--- config.mk ---
export PLATFORM = sky130hd
export DESIGN_NAME = instruction_fetch_unit_flat
export DESIGN_NICKNAME = d
export VERILOG_FILES = /design/src/rtl/instruction_fetch_if.sv /design/src/rtl/instruction_fetch_unit.sv /design/src/flat_wrapper.sv
export SDC_FILE = /design/constraint.sdc
export NUM_CORES = 1
export LEC_CHECK = 0
export CORE_MARGIN = 5
export CORE_UTILIZATION = 47
export DETAILED_ROUTE_END_ITERATION = 10
export PLACE_DENSITY = 0.81
export SLEW_MARGIN = 10
export SYNTH_ARGS = -nofsm -noshare
export SYNTH_HDL_FRONTEND = slang
export SYNTH_SLANG_ARGS = --single-unit
--- constraint.sdc ---
create_clock -name clk -period 2.66 [get_ports clk]
set_input_delay 0.798 -clock clk [delete_from_list [all_inputs] [get_ports clk]]
set_output_delay 0.798 -clock clk [all_outputs]
set_load 0.02 [all_outputs]
--- src/rtl/instruction_fetch_if.sv ---
// Bundles the fetch unit's memory handshake and decode-side signals.
// The master modport is the fetch unit; the slave modport is its environment.
interface instruction_fetch_if #(
  parameter int PC_WIDTH    = 16,
  parameter int INSTR_WIDTH = 16
);
  logic                   imem_req;
  logic [PC_WIDTH-1:0]    imem_addr;
  logic                   imem_ack;
  logic [INSTR_WIDTH-1:0] imem_rdata;
  logic [INSTR_WIDTH-1:0] op;
  logic                   op_valid;
  logic                   stage_ready;
  logic                   branch_taken;
  logic [PC_WIDTH-1:0]    branch_target;
  logic [PC_WIDTH-1:0]    pc_next;
  logic                   halted;
  logic [15:0]            instr_count;

  modport master (
    output imem_req, imem_addr, op, op_valid, pc_next, halted, instr_count,
    input  imem_ack, imem_rdata, stage_ready, branch_taken, branch_target
  );

  modport slave (
    input  imem_req, imem_addr, op, op_valid, pc_next, halted, instr_count,
    output imem_ack, imem_rdata, stage_ready, branch_taken, branch_target
  );
endinterface

--- src/rtl/instruction_fetch_unit.sv ---
// Fetch stage: owns the PC, fetches from instruction memory with a req/ack
// handshake, holds each word in op until decode consumes it, stops on HLT.
module instruction_fetch_unit #(
  parameter int                 PC_WIDTH    = 16,
  parameter int                 INSTR_WIDTH = 16,
  parameter logic [PC_WIDTH-1:0] RESET_PC   = 16'h0000
) (
  input logic                 clk,
  input logic                 rst,
  instruction_fetch_if.master bus
);

  typedef enum logic [1:0] {
    IDLE   = 2'd0,
    FETCH  = 2'd1,
    HOLD   = 2'd2,
    HALTED = 2'd3
  } state_t;

  state_t                 state_q, state_d;
  logic [PC_WIDTH-1:0]    pc_q, pc_d;
  logic [INSTR_WIDTH-1:0] op_q, op_d;
  logic [PC_WIDTH-1:0]    pc_next_q, pc_next_d;
  logic                   op_valid_q, op_valid_d;
  logic                   halted_q, halted_d;
  logic [15:0]            instr_count_q, instr_count_d;
  logic                   op_is_hlt;

  assign op_is_hlt = (op_q[15:14] == 2'b11) && (op_q[7:4] == 4'b1111);

  always_ff @(posedge clk or posedge rst) begin
    if (rst) begin
      state_q       <= IDLE;
      pc_q          <= RESET_PC;
      op_q          <= '0;
      pc_next_q     <= '0;
      op_valid_q    <= 1'b0;
      halted_q      <= 1'b0;
      instr_count_q <= 16'h0000;
    end else begin
      state_q       <= state_d;
      pc_q          <= pc_d;
      op_q          <= op_d;
      pc_next_q     <= pc_next_d;
      op_valid_q    <= op_valid_d;
      halted_q      <= halted_d;
      instr_count_q <= instr_count_d;
    end
  end

  // A branch retiring together with HLT still redirects pc before halting.
  always_comb begin
    state_d       = state_q;
    pc_d          = pc_q;
    op_d          = op_q;
    pc_next_d     = pc_next_q;
    op_valid_d    = op_valid_q;
    halted_d      = halted_q;
    instr_count_d = instr_count_q;
    case (state_q)
      IDLE: begin
        state_d = FETCH;
      end
      FETCH: begin
        if (bus.imem_ack) begin
          op_d       = bus.imem_rdata;
          pc_d       = pc_q + 1'b1;
          pc_next_d  = pc_q + 1'b1;
          op_valid_d = 1'b1;
          state_d    = HOLD;
        end
      end
      HOLD: begin
        if (bus.stage_ready) begin
          op_valid_d    = 1'b0;
          instr_count_d = instr_count_q + 16'd1;
          if (bus.branch_taken) begin
            pc_d = bus.branch_target;
          end
          if (op_is_hlt) begin
            state_d  = HALTED;
            halted_d = 1'b1;
          end else begin
            state_d = FETCH;
          end
        end
      end
      HALTED: begin
        op_valid_d = 1'b0;
        halted_d   = 1'b1;
      end
      default: begin
        state_d = IDLE;
      end
    endcase
  end

  assign bus.imem_req    = (state_q == FETCH);
  assign bus.imem_addr   = pc_q;
  assign bus.op          = op_q;
  assign bus.op_valid    = op_valid_q;
  assign bus.pc_next     = pc_next_q;
  assign bus.halted      = halted_q;
  assign bus.instr_count = instr_count_q;

endmodule

--- src/flat_wrapper.sv ---
// flat-port wrapper written by rule: the top's interface ports become plain ports
module instruction_fetch_unit_flat 
#(
  parameter int                 PC_WIDTH    = 16,
  parameter int                 INSTR_WIDTH = 16,
  parameter logic [PC_WIDTH-1:0] RESET_PC   = 16'h0000
)
  (clk, rst, bus_imem_req, bus_imem_addr, bus_op, bus_op_valid, bus_pc_next, bus_halted, bus_instr_count, bus_imem_ack, bus_imem_rdata, bus_stage_ready, bus_branch_taken, bus_branch_target);
  instruction_fetch_if #(.PC_WIDTH(PC_WIDTH), .INSTR_WIDTH(INSTR_WIDTH)) bus_i ();
  input logic clk;
  input logic rst;
  output wire logic [$bits(bus_i.imem_req)-1:0] bus_imem_req;
  output wire logic [$bits(bus_i.imem_addr)-1:0] bus_imem_addr;
  output wire logic [$bits(bus_i.op)-1:0] bus_op;
  output wire logic [$bits(bus_i.op_valid)-1:0] bus_op_valid;
  output wire logic [$bits(bus_i.pc_next)-1:0] bus_pc_next;
  output wire logic [$bits(bus_i.halted)-1:0] bus_halted;
  output wire logic [$bits(bus_i.instr_count)-1:0] bus_instr_count;
  input wire logic [$bits(bus_i.imem_ack)-1:0] bus_imem_ack;
  input wire logic [$bits(bus_i.imem_rdata)-1:0] bus_imem_rdata;
  input wire logic [$bits(bus_i.stage_ready)-1:0] bus_stage_ready;
  input wire logic [$bits(bus_i.branch_taken)-1:0] bus_branch_taken;
  input wire logic [$bits(bus_i.branch_target)-1:0] bus_branch_target;
  assign bus_imem_req = bus_i.imem_req;
  assign bus_imem_addr = bus_i.imem_addr;
  assign bus_op = bus_i.op;
  assign bus_op_valid = bus_i.op_valid;
  assign bus_pc_next = bus_i.pc_next;
  assign bus_halted = bus_i.halted;
  assign bus_instr_count = bus_i.instr_count;
  assign bus_i.imem_ack = bus_imem_ack;
  assign bus_i.imem_rdata = bus_imem_rdata;
  assign bus_i.stage_ready = bus_stage_ready;
  assign bus_i.branch_taken = bus_branch_taken;
  assign bus_i.branch_target = bus_branch_target;
  instruction_fetch_unit #(.PC_WIDTH(PC_WIDTH), .INSTR_WIDTH(INSTR_WIDTH), .RESET_PC(RESET_PC)) u_core (.clk(clk), .rst(rst), .bus(bus_i));
endmodule
# After elaboration in Yosys (flattened, before gate mapping)
# Cells that the tools add are included.
[classes]
n_mux = 14
eq_ne = 9
addsub = 2
reduce_logical = 12
[op_table]
columns = ["cell", "n"]
rows = [
  ["16-bit two-way mux", 3],
  ["16-bit by 1-bit adder with 16-bit output (second input constant)", 2],
  ["16-bit one-hot mux with 2 select lines", 1],
  ["3-bit AND reduction", 3],
  ["2-bit equality test (second input constant)", 3],
  ["2-bit two-way mux", 3],
  ["2-bit one-hot mux with 3 select lines", 1],
  ["3-bit nonzero test", 2],
  ["4-bit equality test (second input constant)", 1],
  ["1-bit two-way mux", 4],
  ["2-bit by 1-bit != test with 1-bit output (second input constant)", 2],
  ["2-bit != test (second input constant)", 2],
  ["2-bit AND reduction", 2],
  ["4-bit AND reduction", 1],
  ["2-bit nonzero test", 2],
  ["1-bit one-hot mux with 3 select lines", 1],
  ["2-bit by 1-bit equality test with 1-bit output (second input constant)", 1],
  ["2-bit logical NOT", 1],
  ["1-bit one-hot mux with 2 select lines", 1],
  ["1-bit logical AND", 1],
]
[word_totals]
regBits = 68
in_bits = 37
word_cells = 44
output_inout_bits = 67

# Depth between registers and ports, before layout
# Gate-level depths: netlist (run 1).
[logic_depth]
depth_word = 5
ltp_mapped = 8
depth_no_buf = 6

# Worst setup path after synthesis (run 1)
# OpenSTA, ideal clock, no wires.
[synth_timing]
path_kind = "input port to flip-flop"
startpoint = "input bus_imem_ack"
endpoint = "register u_core.op_q[0] (netlist: u_core.bus.op[0])"
setup_time_ns = 0.125
path_stages = 4
required_time_ns = 2.535
setup_slack_ns = 0.760
arrival_ns = 1.775
path_buffers = 2
cell_sequence = "nand2_1 -> clkbuf_1 -> buf_2 -> mux2_2"
[synth_via]
elab_chain_len = 1
[synth_lines]
columns = ["element", "line_no", "source"]
rows = [
  ["from (decl)", "flat_wrapper.sv:19", "input wire logic [$bits(bus_i.imem_ack)-1:0] bus_imem_ack;"],
  ["2-bit AND reduction (no line)", "--", ""],
  ["to (signal assigned)", "instruction_fetch_unit.sv:43", "op_q <= op_d;"],
  ["to (decl)", "instruction_fetch_unit.sv:22", "logic [INSTR_WIDTH-1:0] op_q, op_d;"],
]
# Every way passes these cells.
# A chain may end at the register's enable or synchronous reset.

# Final worst setup path (run 1)
[layout_timing]
startpoint = "register u_core.pc_q[7] (netlist: u_core.bus.imem_addr[7])"
endpoint = "output bus_imem_addr[7]"
[layout_rtl]
columns = ["element", "line_no", "source"]
rows = [
  ["from (decl)", "instruction_fetch_unit.sv:21", "logic [PC_WIDTH-1:0] pc_q, pc_d;"],
  ["from (signal assigned)", "instruction_fetch_unit.sv:42", "pc_q <= pc_d;"],
  ["to (decl)", "flat_wrapper.sv:13", "output wire logic [$bits(bus_i.imem_addr)-1:0] bus_imem_addr;"],
]
# No word-level cell between the ends.

==> results of run 1 <==
per-layer routing:
| layer | share of wire | vias up |
|---|---|---|
| li1 | - | 1304 |
| met1 | 0.40 | 1307 |
| met2 | 0.50 | 91 |
| met3 | 0.078 | 12 |
| met4 | 0.020 | 0 |
| met5 | 0 | - |
layout make-up:
type	instances	area, um^2
Inverter	10	37.54
Sequential cell	68	1702
Fill cell	539	2152
Timing Repair Buffer	112	1114
Multi-Input combinational cell	216	1504
Clock inverter	4	47.55
Clock buffer	12	155.1
Tap cell	96	120.1
cells by family (layout without fill, tap and decap cells):
| group | Yosys count | in the layout |
|---|---|---|
| and+or+nand+nor | 95 | 95 |
| DFF | 68 | 68 |
| AOI/OAI and AO/OA | 65 | 65 |
| xor gates and xnor gates | 29 | 29 |
| buffers and inverters | 26 | 138 |
| muxes | 21 | 21 |
| adders and majority gates | 6 | 6 |
report_power, final:
part / total [mW] / leakage, nW / internal (mW) / switching (mW)
sequential: 1.83 / 0.828 / 1.44 / 0.391
clock: 0.876 / 0.102 / 0.482 / 0.394
combinational: 2.72 / 1.00 / 1.31 / 1.41
total: 5.43 / 1.93 / 3.24 / 2.19
cell usage after synthesis (7+ instances only):
library cell   n
nor2_1        22
a21oi_1        7
o21ai_0       24
nand3_1        8
xnor2_1       22
inv_1         10
nand2_1       32
mux2_2        18
xor2_1         7
a31oi_1        7
nand4_1        7
dfrtp_1       68
repair_timing:
| item | CTS | global route |
|---|---|---|
| gates resized for setup | 0 | 1 |
| setup endpoints to repair | 0 | 1 |
| hold buffers | 0 | 0 |
how the worst min path moves through the flow:
stage                                                       from                                endpoint  slack, ps
final                     u_core.bus.instr_count[15]$_DFFE_PP0P_  u_core.bus.instr_count[15]$_DFFE_PP0P_        470
after global routing      u_core.bus.instr_count[15]$_DFFE_PP0P_  u_core.bus.instr_count[15]$_DFFE_PP0P_        480
after CTS                 u_core.bus.instr_count[15]$_DFFE_PP0P_  u_core.bus.instr_count[15]$_DFFE_PP0P_        480
after detailed placement  u_core.bus.instr_count[15]$_DFFE_PP0P_  u_core.bus.instr_count[15]$_DFFE_PP0P_        470
after global placement        u_core.bus.pc_next[15]$_DFFE_PP0P_      u_core.bus.pc_next[15]$_DFFE_PP0P_        460
after floorplan                    u_core.bus.halted$_DFFE_PP0P_           u_core.bus.halted$_DFFE_PP0P_        580
sequential cells by signal, summed over array words and instances, names as in the netlist:
| signal | count |
|---|---|
| u_core.bus.imem_addr | 16 |
| u_core.bus.instr_count | 16 |
| u_core.bus.op | 16 |
| u_core.bus.pc_next | 16 |
| u_core.state_q | 2 |
| u_core.bus.halted | 1 |
| u_core.bus.op_valid | 1 |
stage by stage:
step | setup slack [ps] | instances | cell area (um^2) | utilization
after detailed placement | 145.5 | 502 | 4474 | 0.6549
final | 360.6 | 518 | 4679 | 0.6850
after floorplan | 150.5 | 310 | 3307 | -
after CTS | 80.93 | 518 | 4677 | 0.6846
after global routing | 302.4 | 518 | 4679 | 0.6850
after global placement | 173.7 | 502 | 4474 | 0.6549
cell usage in the layout, fill, tap and decap left out, drive strengths merged, types with 2 or more instances in the layout:
cell type / synthesis / layout
ha: 6 / 6
o2bb2ai: 2 / 2
clkinv: 0 / 2
nand4: 9 / 9
clkbuf: 7 / 12
nor2: 22 / 22
dfrtp: 68 / 68
o31ai: 3 / 3
or4: 2 / 2
xor2: 7 / 7
mux2: 18 / 18
a21oi: 8 / 8
nand3b: 2 / 2
nor3: 6 / 6
nor2b: 2 / 2
o21a: 5 / 5
o22a: 5 / 5
xnor2: 22 / 22
and3: 4 / 4
a2bb2oi: 4 / 4
inv: 10 / 10
nor4: 5 / 5
buf: 9 / 9
a31oi: 7 / 7
clkdlybuf4s50: 0 / 102
o22ai: 2 / 2
nand2: 32 / 32
nand3: 10 / 10
o21ai: 25 / 25
mux2i: 3 / 3
==> impl_metrics.ini, run 1 <==
[pwr]
power_density_nw_per_um2 = 1160
power_mw = 5.428
ir_worst_vdd_v = 0.0006757
power.leakage_nw = 1.933

[critical_path]
cp_max_fo = 8
cp_top_family = buffers and inverters
critPathMaxStageDelay_ps = 670
critPathCapture = bus_imem_addr[7]
slowest_stage = clkdlybuf4s50_1
crit_required_ps = 1860
reg2reg_to = u_core.bus.imem_addr[13]$_DFFE_PP0P_
rr_worst_depth = 7
reg2reg_slack_ps = 590
worstSetupPathType = reg2out
cp_data_arrival_time_ps = 1500
timing.rr.start = u_core.state_q[0]$_DFFE_PP0P_
cp.depth = 1
crit_chain = clkdlybuf4s50_1
crit_buf_inv = 1
endpoint_kind = output port
worstSetupStartpointType = flop
startpoint = u_core.bus.imem_addr[7]$_DFFE_PP0P_

[synth]
synth_cells = 310
synth_fp_nets = 353
synthMuxAreaShare = 0.07037
syn_area_um2 = 3307
synth_top_family_by_area = simple AND/OR/NAND/NOR gates
yosysTopAreaCellShare = 0.5146
yosysWarnings = 0
synth_simple_gate_area_share = 0.1582
synth_seq_area_share = 0.5146
synthAdderAreaFrac = 0.02270
synth_edf_count = 0
async_reset_ff_frac = 1.000
yosys.area.top_type = dfrtp_1
synth_area_leaders = dfrtp_1 (51%), mux2_2 (6.1%), xnor2_1 (5.8%)
synth_xor_area_frac = 0.07681
synth_compound_area_frac = 0.1252
syn_area_per_cell_um2 = 10.67
ys.flop_type = dfrtp_1
ys_ff_latch = 68
synthDistinctLibCells = 44

[cts]
post_cts_buffers = 0
clk_pin_slew_worst_paths_ps = 70
htreeDepth = 3
cts_tree = built
numCtsBuffers = 9
root_buffer = clkbuf_8
clk_path_buf_depth = 2
insertion_delay_ps = 350
clock_sinks = 68

[grt]
grt_usage = 0.1862
antenna_found_initial = 0
grt-busiest-layer = met2
first_global_vias = 2689
overflow = 0
grt_pass1_wl_um = 12740
grt_use_met1 = 0.2189
met3_usage = 0.05208
grt_max_degree = 69
use_met2 = 0.3087

[timing]
finalHoldViolCount = 0
holdWs_ps = 466.9
fin_crit_sh = 0.8645
relSlewSlack = 0.5351
setup_viol = 0
finalSetupTns_ps = 0
finalCriticalPeriod_ps = 2299
worst_pin_slew_ps = 696.6
drv_slew = 0
fmax_ghz = 0.4349
skew_ps = 13.54
rsz0062_at_grt = false

[floorplanning]
die-height_um = 93.88
die_area_um2 = 8813
ioPinCount = 104
die_w_um = 93.88
start_util = 0.4841
rows = 30
core_area_um2 = 6832

[drt]
vias_per_cell = 5.239
vias = 2714
wl_um = 7967
wire_per_inst_um = 15.38
drt.antenna.violating_nets = 0
drc = 0
drtPass1Iterations = 4
drt_iter0_markers = 94

[layout]
diodes = 0
syn2layout_area_growth_pct = 41.51
fin_nets = 460
drive_above_1_share = 0.1280

[placed_design]
portBuffers = 103
place.gp.congestion = 0.8238
hpwl_um = 5747

[min_path]
hold_path_depth = 1
hp-class = reg2reg

[run]
maxCapViolations = 0

[status]
status = finished clean
(Power assumes the default switching activity.)
==> run 2, diff against run 1 <==
ABC_AREA = 1   (was unset)
ABC_CLOCK_PERIOD_IN_PS = 2660   (was unset)
PLACE_DENSITY = 0.8   (was 0.81)
==> impl_metrics.ini, run 2 <==
[status]
status = finished clean

[cts]
clock_sinks = 68
numCtsBuffers = 9
holdBufCountCts = 0
cts_resized = 0
root_buffer = clkbuf_8
post_cts_buffers = 0
cts_tree = built
clk_path_buf_depth = 2
htreeDepth = 3
clk_pin_slew_worst_paths_ps = 70
insertion_delay_ps = 340

[grt]
antenna_found_initial = 0
grt_pass1_wl_um = 14500
grt_usage = 0.2034
grt_max_degree = 30
first_global_vias = 3102
overflow = 0

[layout]
syn2layout_area_growth_pct = 40.24
drive_above_1_share = 0.08272
fin_util = 0.6673
multi_input_area_um2 = 1483
diodes = 0
layout_commonest_cell = nand2_1
final_cell_mix = nand2_1 (168), clkdlybuf4s50_1 (103), dfrtp_1 (68)
fin_nets = 582
regArea_um2 = 1702
nFillCells = 603

[pwr]
power_mw = 5.150
power_density_nw_per_um2 = 1081
power_frac_clock = 0.166
pwr-share-comb = 0.494
netSwitchingFraction = 0.4265
p_int_mw = 2.953
power.leakage_nw = 2.345
seqPwrFrac = 0.340
ir_worst_vdd_v = 0.0005352
netSwitchingPower_mw = 2.196

[synth]
synth_edf_count = 0
yosysTopAreaCellShare = 0.5011
async_reset_ff_frac = 1.000
synthDistinctLibCells = 30
syn_area_per_cell_um2 = 7.897
synth_fp_nets = 473
yosys.area.top_type = dfrtp_1
synth_area_leaders = dfrtp_1 (50%), nand2_1 (19%), nor2_1 (4.4%)
yosysWarnings = 0
yosysMostFrequentCell = nand2_1
syn_area_um2 = 3396
synth_common_cells = nand2_1 (168), dfrtp_1 (68), nor2_1 (40), inv_1 (35), nand3_1 (21)
ys_ff_latch = 68
synth_seq_area_share = 0.5011
ys.flop_type = dfrtp_1
synth_cells = 430

[critical_path]
cp_data_arrival_time_ps = 1750
cp_max_fo = 5
worstSetupStartpointType = flop
worstSetupPathType = reg2out
crit_required_ps = 1860
endpoint_kind = output port

[drt]
vias_per_cell = 4.882
drc = 0
vias = 3139
drt.antenna.violating_nets = 0
drt_iter0_markers = 147
wl_um = 8595
drtPass1Iterations = 4
wire_per_inst_um = 13.37

[placed_design]
place.gp.congestion = 0.8198
hpwl_um = 6450
portBuffers = 103

[timing]
fin_crit_sh = 0.9575
drv_slew = 0
finalSetupTns_ps = 0
fmax_ghz = 0.3926
worst_pin_slew_ps = 522.9
setup_viol = 0
finalHoldViolCount = 0
finalCriticalPeriod_ps = 2547
relSlewSlack = 0.6509
holdWs_ps = 486.8
rsz0062_at_grt = false
skew_ps = 10.21

[floorplanning]
ioPinCount = 104
rows = 31
die_area_um2 = 9025
die-height_um = 95
start_util = 0.4758
die_w_um = 95
core_area_um2 = 7137

[min_path]
hp-class = reg2reg

[run]
maxCapViolations = 0
run 2: final timing paths:
check	start	to	slack [ps]	depth (start not counted)
worst max-delay path	u_core.state_q[1]$_DFFE_PP0P_	bus_imem_req	110	3
worst min-delay path	u_core.bus.pc_next[5]$_DFFE_PP0P_	u_core.bus.pc_next[5]$_DFFE_PP0P_	490	2
worst max register to register	u_core.state_q[0]$_DFFE_PP0P_	u_core.bus.imem_addr[14]$_DFFE_PP0P_	720	9
worst min register to register	u_core.bus.pc_next[5]$_DFFE_PP0P_	u_core.bus.pc_next[5]$_DFFE_PP0P_	490	2
max in group asynchronous	rst	u_core.bus.imem_addr[3]$_DFFE_PP0P_	1310	3
min in group asynchronous	rst	u_core.bus.instr_count[13]$_DFFE_PP0P_	820	2
run 2: worst max-delay path, stage by stage, from the launching register on:
cell	delay [ps]
dfrtp_1	400
inv_1	110
ha_1	260
clkdlybuf4s50_1	660
run 2: routing by layer:
metal / routed length, um / part of all wire / track usage / up-vias
met4: 183 / 0.021 / 0.09014 / 0
met1: 3607 / 0.42 / 0.2630 / 1471
met2: 4298 / 0.50 / 0.3288 / 99
li1: - / - / - / 1554
met5: 0 / 0 / 0 / -
met3: 506 / 0.059 / 0.04223 / 15
run 2: layout make-up:
type                       count  area share
clock buffer                   9     0.02601
clock inverter                 7     0.01576
inverter                      39     0.03074
multi-input combinational    311      0.3113
sequential                    68      0.3573
tap                           99     0.02601
timing repair buffer         110      0.2328
run 2: cell families (layout without fill, tap and decap cells):
group / Yosys count / in the layout / share of synthesized area
AOI/OAI and AO/OA: 34 / 34 / 0.05822
buffers and inverters: 51 / 165 / 0.06227
DFF: 68 / 68 / 0.5011
and+or+nand+nor: 254 / 254 / 0.3125
xor gates and xnor gates: 17 / 17 / 0.04385
adders and majority gates: 6 / 6 / 0.02211
run 2: metrics by stage:
stage / setup WS [ps] / std cells / area, um^2
final: 113.0 / 643 / 4762
after global routing: 34.97 / 643 / 4762
after CTS: 110.0 / 643 / 4762
after detailed placement: 367.6 / 627 / 4563
after global placement: 401.5 / 627 / 4563
after floorplan: 150.5 / 430 / 3396
run 2: power by group through the flow:
stage	clock, mW	combinational (mW)	sequential (mW)
after floorplan	0	1.08	2.13
after global placement	0	2.48	1.74
after detailed placement	0	2.56	1.76
after CTS	0.866	2.57	1.75
after global routing	0.913	2.79	1.81
final	0.853	2.54	1.75
==> run 3, diff against run 2 <==
CORE_UTILIZATION = 40   (was 47)
PLACE_DENSITY = 0.7   (was 0.8)
==> impl_metrics.ini, run 3 (synthesis results as in run 2) <==
[status]
status = finished clean

[floorplanning]
rows = 33
die-height_um = 102.1
die_w_um = 102.1
ioPinCount = 104
die_area_um2 = 10430
start_util = 0.4112
core_area_um2 = 8258

[drt]
vias = 3025
wire_per_inst_um = 13.49
drtPass1Iterations = 4
drt_iter0_markers = 138
vias_per_cell = 4.661
drt.antenna.violating_nets = 0
drc = 0
wl_um = 8756

[pwr]
netSwitchingFraction = 0.4247
seqPwrFrac = 0.343
power_frac_clock = 0.162
pwr-share-comb = 0.495
netSwitchingPower_mw = 2.175
power_density_nw_per_um2 = 1077
ir_worst_vdd_v = 0.0005713
p_int_mw = 2.945
power.leakage_nw = 2.351

[grt]
antenna_found_initial = 0
grt_pass1_wl_um = 14810
grt_usage = 0.1818
grt_max_degree = 69
first_global_vias = 3043
overflow = 0

[timing]
finalCriticalPeriod_ps = 2287
relSlewSlack = 0.6736
drv_slew = 0
setup_viol = 0
worst_pin_slew_ps = 488.8
rsz0062_at_grt = false
finalHoldViolCount = 0
finalSetupTns_ps = 0
fin_crit_sh = 0.8599
fmax_ghz = 0.4372
skew_ps = 7.063

[cts]
numCtsBuffers = 9
root_buffer = clkbuf_8
clk_path_buf_depth = 2
cts_tree = built
insertion_delay_ps = 340
holdBufCountCts = 0
clock_sinks = 68
htreeDepth = 3
clk_pin_slew_worst_paths_ps = 80

[min_path]
hp-class = reg2reg

[layout]
fin_nets = 582
final_cells = 649
diodes = 0
final_cell_mix = nand2_1 (168), clkdlybuf4s50_1 (102), dfrtp_1 (68)
drive_above_1_share = 0.08272
nFillCells = 772
layout_commonest_cell = nand2_1
syn2layout_area_growth_pct = 39.94

[placed_design]
portBuffers = 103
place.gp.congestion = 0.8271
dpl.cell_count = 633
hpwl_um = 6391

[critical_path]
endpoint_kind = output port
crit_buf_inv = 1
slowest_stage = clkdlybuf4s50_1
crit_chain = clkdlybuf4s50_1
cp_top_family = buffers and inverters
rr_worst_depth = 9
critPathMaxStageDelay_ps = 660
crit_required_ps = 1860
reg2reg_to = u_core.bus.imem_addr[8]$_DFFE_PP0P_
timing.rr.start = u_core.state_q[0]$_DFFE_PP0P_
cp_max_fo = 6
cp_data_arrival_time_ps = 1490
worstSetupStartpointType = flop
startpoint = u_core.bus.imem_addr[12]$_DFFE_PP0P_
critPathCapture = bus_imem_addr[12]
reg2reg_slack_ps = 640
worstSetupPathType = reg2out
cp.depth = 1

[run]
maxCapViolations = 0
==> run 3: changes by cell type in the layout (fill, tap and decap cells not counted) <==
| cell | before | now |
|---|---|---|
| dlymetal6s2s_1 | 0 | 1 |
| clkinv_2 | 1 | 3 |
| clkdlybuf4s50_1 | 103 | 102 |
| buf_4 | 5 | 6 |
| inv_6 | 2 | 0 |
| buf_12 | 2 | 1 |
==> run 3: worst min path at each step <==
stage,end,cells after the start,from
5_1_grt,u_core.bus.pc_next[13]$_DFFE_PP0P_,2,u_core.bus.pc_next[13]$_DFFE_PP0P_
4_1_cts,u_core.bus.op[9]$_DFFE_PP0P_,2,u_core.bus.op[9]$_DFFE_PP0P_
3_3_place_gp,u_core.bus.op[10]$_DFFE_PP0P_,2,u_core.bus.op[10]$_DFFE_PP0P_
6_report,u_core.bus.pc_next[13]$_DFFE_PP0P_,2,u_core.bus.pc_next[13]$_DFFE_PP0P_
3_5_place_dp,u_core.bus.op[9]$_DFFE_PP0P_,2,u_core.bus.op[9]$_DFFE_PP0P_
2_1_floorplan,u_core.state_q[0]$_DFFE_PP0P_,2,u_core.state_q[0]$_DFFE_PP0P_
==> run 3: metrics by stage <==
| stage | hold slack, ps | util | area [um^2] | total power, mW | worst slack, ps |
|---|---|---|---|---|---|
| global route | 509.1 | 0.5755 | 4752 | 5.538 | 308.7 |
| global placement | 462.7 | 0.5520 | 4558 | 4.256 | 388.4 |
| detailed placement | 464.9 | 0.5520 | 4558 | 4.326 | 333.2 |
| finish | 478.8 | 0.5755 | 4752 | 5.120 | 372.8 |
| floorplan | 528.3 | - | 3396 | 3.212 | 150.5 |
| CTS | 485.7 | 0.5752 | 4750 | 5.185 | 57.29 |
==> run 3: timing repair <==
| item | 4_1_cts | 5_1_grt |
|---|---|---|
| setup endpoints to repair | 0 | 1 |
| resized for setup | 0 | 1 |
| setup buffers | 0 | 0 |
==> run 3: area by class of cell <==
| type | count | area, um^2 | area share |
|---|---|---|---|
| Sequential cell | 68 | 1702 | 0.3581 |
| Multi-Input combinational cell | 311 | 1483 | 0.3120 |
| Timing Repair Buffer | 110 | 1099 | 0.2312 |
| Inverter | 39 | 146.4 | 0.03081 |
| Tap cell | 105 | 131.4 | 0.02765 |
| Clock buffer | 9 | 123.9 | 0.02607 |
| Clock inverter | 7 | 67.56 | 0.01422 |
==> run 3: metal layers <==
metal  GRT usage  share of wire
met3     0.05324          0.060
met1      0.2393           0.45
met4     0.06862          0.013
met5           0              0
met2      0.2849           0.47
==> run 3: power groups by stage <==
| stage | combinational (mW) | clock [mW] | sequential [mW] |
|---|---|---|---|
| after floorplan | 1.08 | 0 | 2.13 |
| after global placement | 2.50 | 0 | 1.75 |
| after detailed placement | 2.56 | 0 | 1.77 |
| after CTS | 2.57 | 0.854 | 1.76 |
| after global routing | 2.82 | 0.900 | 1.82 |
| final | 2.53 | 0.828 | 1.76 |
